===== src/rtl/alu_control.sv =====
// ALU operation-select decoder for KGPMini; optional SLT decode under ALU_CTRL_SLT_EN.
// Latency: 1 clock, registered outputs. Backpressure: none, one input accepted per valid cycle.
module alu_control #(
  parameter logic [4:0] NOP_CODE = 5'b11111
) (
  input  logic       clk,
  input  logic       rst,
  input  logic       in_valid,
  input  logic [2:0] alu_op,
  input  logic [5:0] funct,
  output logic [4:0] alu_sel,
  output logic       out_valid,
  output logic       illegal
);

  localparam logic [4:0] OP_ADD    = 5'b00000;
  localparam logic [4:0] OP_SUB    = 5'b00001;
  localparam logic [4:0] OP_AND    = 5'b00010;
  localparam logic [4:0] OP_OR     = 5'b00011;
  localparam logic [4:0] OP_XOR    = 5'b00100;
  localparam logic [4:0] OP_NOT    = 5'b00101;
  localparam logic [4:0] OP_SLL    = 5'b00110;
  localparam logic [4:0] OP_SRL    = 5'b00111;
  localparam logic [4:0] OP_SRA    = 5'b01000;
  localparam logic [4:0] OP_PASS_B = 5'b01001;
`ifdef ALU_CTRL_SLT_EN
  localparam logic [4:0] OP_SLT    = 5'b01010;
`endif

  logic [4:0] dec_sel;
  logic       dec_ill;

  // Undefined encodings fall through to NOP_CODE with dec_ill raised.
  always_comb begin
    dec_sel = NOP_CODE;
    dec_ill = 1'b0;
    case (alu_op)
      3'b000: begin
        case (funct)
          6'b000000: dec_sel = OP_ADD;
          6'b000001: dec_sel = OP_SUB;
          6'b000010: dec_sel = OP_AND;
          6'b000011: dec_sel = OP_OR;
          6'b000100: dec_sel = OP_XOR;
          6'b000101: dec_sel = OP_NOT;
          6'b000110: dec_sel = OP_SLL;
          6'b000111: dec_sel = OP_SRL;
          6'b001000: dec_sel = OP_SRA;
`ifdef ALU_CTRL_SLT_EN
          6'b001001: dec_sel = OP_SLT;
`endif
          default:   dec_ill = 1'b1;
        endcase
      end
      3'b001: begin
        case (funct[2:0])
          3'b000:  dec_sel = OP_ADD;
          3'b001:  dec_sel = OP_SUB;
          3'b010:  dec_sel = OP_AND;
          3'b011:  dec_sel = OP_OR;
          3'b100:  dec_sel = OP_XOR;
          3'b101:  dec_sel = OP_SLL;
          3'b110:  dec_sel = OP_SRL;
          default: dec_sel = OP_SRA;
        endcase
      end
      3'b010: dec_sel = OP_ADD;
      3'b011: dec_sel = OP_SUB;
      3'b100: dec_sel = OP_PASS_B;
      3'b101: begin
        case (funct[1:0])
          2'b00:   dec_sel = OP_SLL;
          2'b01:   dec_sel = OP_SRL;
          2'b10:   dec_sel = OP_SRA;
          default: dec_ill = 1'b1;
        endcase
      end
      3'b110:  dec_ill = 1'b1;
      default: dec_sel = NOP_CODE;
    endcase
  end

  // Reset wins over a simultaneous valid input; idle cycles hold the last result.
  always_ff @(posedge clk) begin
    if (rst) begin
      alu_sel   <= NOP_CODE;
      out_valid <= 1'b0;
      illegal   <= 1'b0;
    end else if (in_valid) begin
      alu_sel   <= dec_sel;
      out_valid <= 1'b1;
      illegal   <= dec_ill;
    end else begin
      out_valid <= 1'b0;
    end
  end

endmodule


===== config.mk =====
export PLATFORM = sky130hd
export DESIGN_NAME = alu_control
export DESIGN_NICKNAME = d
export VERILOG_FILES = /design/src/rtl/alu_control.sv
export SDC_FILE = /design/constraint.sdc
export NUM_CORES = 1
export LEC_CHECK = 0
export BUFFER_PORTS_ARGS = -buffer_cell sky130_fd_sc_hd__buf_4
export CORE_AREA = 2 2 39 41
export CTS_CLUSTER_SIZE = 40
export DETAILED_ROUTE_END_ITERATION = 8
export DIE_AREA = 0 0 41 43
export HOLD_SLACK_MARGIN = 0.08
export MAX_ROUTING_LAYER = met4
export PLACE_DENSITY_LB_ADDON = 0.05
export SYNTH_ARGS = -nofsm -noshare
export SYNTH_HDL_FRONTEND = slang
export SYNTH_SLANG_ARGS = --single-unit

===== constraint.sdc =====
create_clock -name clk -period 1.07 [get_ports clk]
set_input_delay 0.107 -clock clk [delete_from_list [all_inputs] [get_ports clk]]
set_output_delay 0.107 -clock clk [all_outputs]
set_load 0.05 [all_outputs]

==> flow_summary.ini <==
[outcome]
status = finished clean

[clocking]
htree_levels = 1
clockBufferDepth = 2
cts_buffers = 3
cts-root-buf = clkbuf_4
cts.clk_slew.worst_paths_ns = 0.05
clock-sinks = 7
post-cts-setup-buffer-count = 0
cts_tree = done
insertion_delay_ns = 0.25

[synthesis]
syn_nets = 73
yosysSeqAreaShare_pct = 28.8
synth_seq_cells = 7
yosysUniqueCellTypes = 31
yosys_warnings = 0
syn_inst = 61
netlist_area_um2 = 487
postSynthAreaPerCell_um2 = 7.98

[cells_and_area]
finalInstanceArea_um2 = 733
utilization_pct = 53.0
layout_commonest_cell = buf_4
final_nets = 102
diodes = 0
drive_gt1_share_pct = 41.6
layoutNonFillerInstCount = 105
layout_common_cells = 28 x buf_4, 6 x nor2_1, 6 x dfxtp_1
area_growth_pct = 50.6

[floorplanning]
die_w_um = 41
initial_core_util_pct = 35.2
dieHeight_um = 43
core_area_mm2 = 0.00138
dieArea_mm2 = 0.00176
ios = 19
row_count = 14

[worst_setup_path]
cp.required_ns = 1.24
critPathCaptureType = flip-flop
path_class = in -> reg
crit_chain = buf_4 > or3_1 > a211oi_2 > nor2b_1 > a311oi_2
cp_max_fo = 3
cp_num_buf_inv = 1
cpMaxStageDelayCell = or3_1
critPathLaunchType = input pin
crit_path_max_incr_delay_ns = 0.37
cp.arrival_ns = 1.18
path_delay_family = simple AND/OR/NAND/NOR gates

[detailed_routing]
wl_per_cell_um = 12.3
drt-pass1-iter-count = 4
antenna_left = 0
totalWireLength_um = 1290
vias = 556
drt_iter0_drc = 4
viasPerCell = 5.30
drc = 0

[timing]
tns_ns = 0
finalWorstSetupSlack_ns = 0.0596
finalHoldViolCount = 0
worst_pin_slew_ns = 0.273
setup_violations = 0
clock.fmax_mhz = 990
fin_crit_ns = 1.01
maxSlewViolCount = 0
slew_headroom_pct = 81.7
whs_ns = 0.112
rsz0062_at_grt = no
fin_crit_sh_pct = 94.4
skew_ns = 0

[flow_run]
cap_violations = 0

[hold_path]
hp-class = in -> reg

[power_and_ir_drop]
peakVddDrop_mv = 0.360
finalPower_uw = 797
cellPowerDensity_mw_per_mm2 = 1090
leakage_nw = 0.315

[global_routing]
grt-ovfl-total = 0
grt_pass1_wl_um = 2090
antenna_found_initial = 0
grt_max_degree = 12
grt_pass1_vias = 502
grt_use_total_pct = 18.1

[place]
place.gp.congestion = 0.791
port_buffers = 18
hpwl_um = 990
placed_area_um2 = 697
place_ws_ns = -0.199
dpl.cell_count = 100
==> cell usage after synthesis <==
library cell	n	area, um2
and4b_1	1	10.0
a221o_1	1	10.0
nand2_1	2	7.51
o32a_1	1	10.0
a21oi_1	5	25.0
or3_1	1	6.26
or2_2	2	12.5
o311ai_1	1	8.76
nor2b_1	3	18.8
a211oi_2	1	12.5
nor4b_2	1	15.0
nand3_1	1	5.00
o21ai_1	1	5.00
or2b_1	1	7.51
buf_2	3	15.0
o2111ai_1	1	8.76
a31oi_1	3	18.8
inv_1	1	3.75
and3b_1	2	17.5
nand2b_1	1	6.26
o31ai_1	1	7.51
nor2_1	6	22.5
a311oi_2	1	15.0
o21ai_0	3	15.0
clkbuf_1	1	3.75
o211ai_1	1	7.51
dfxtp_1	7	140
nand3b_1	1	7.51
buf_6	1	11.3
nor3b_1	1	7.51
nor3_1	5	25.0
==> final timing paths <==
path | from | slack [ns] | cells after the start | endpoint
worst max register to register | alu_sel[3]$_SDFFE_PP1P_ | 0.14 | 3 | alu_sel[3]$_SDFFE_PP1P_
worst min-delay path | rst | 0.11 | 2 | out_valid$_SDFF_PP0_
worst min register to register | alu_sel[0]$_SDFFE_PP1P_ | 0.50 | 1 | alu_sel[0]$_SDFFE_PP1P_
worst max-delay path | alu_op[1] | 0.06 | 5 | illegal$_SDFFE_PP0P_
==> sequential cells by signal, indices dropped and copies added, names as in the netlist <==
signal and cells:
alu_sel 5, out_valid 1, illegal 1
==> cell families after synthesis <==
family,Yosys count,synth area share [%]
AOI/OAI and AO/OA,20,29.6
buffers and inverters,6,6.94
DFF,7,28.8
and+or+nand+nor,28,34.7
==> timing repair <==
action,in CTS,in global routing
hold buffers,0,1
gates resized for setup,0,0
endpoints found under the setup margin,0,0
endpoints found under the hold margin,0,1
==> report_power, final <==
part / switching (mW) / total, mW / internal [mW]
Combinational: 0.153 / 0.268 / 0.115
Sequential: 0.00899 / 0.289 / 0.280
Clock: 0.0974 / 0.240 / 0.142
==> per-layer routing <==
layer / global-route usage (%) / wire length, um
met1: 21.7 / 573
met3: 3.14 / 61
met2: 27.2 / 637
met5: - / 0
met4: 10.0 / 19
==> layout make-up <==
class                           count  area [um2]
Inverter                            1        3.75
Sequential cell                     7         141
Timing Repair Buffer               29         220
Fill cell                         143         651
Multi-Input combinational cell     48         322
Tap cell                           16        20.0
Clock buffer                        4        26.3
(Power assumes the default switching activity.)
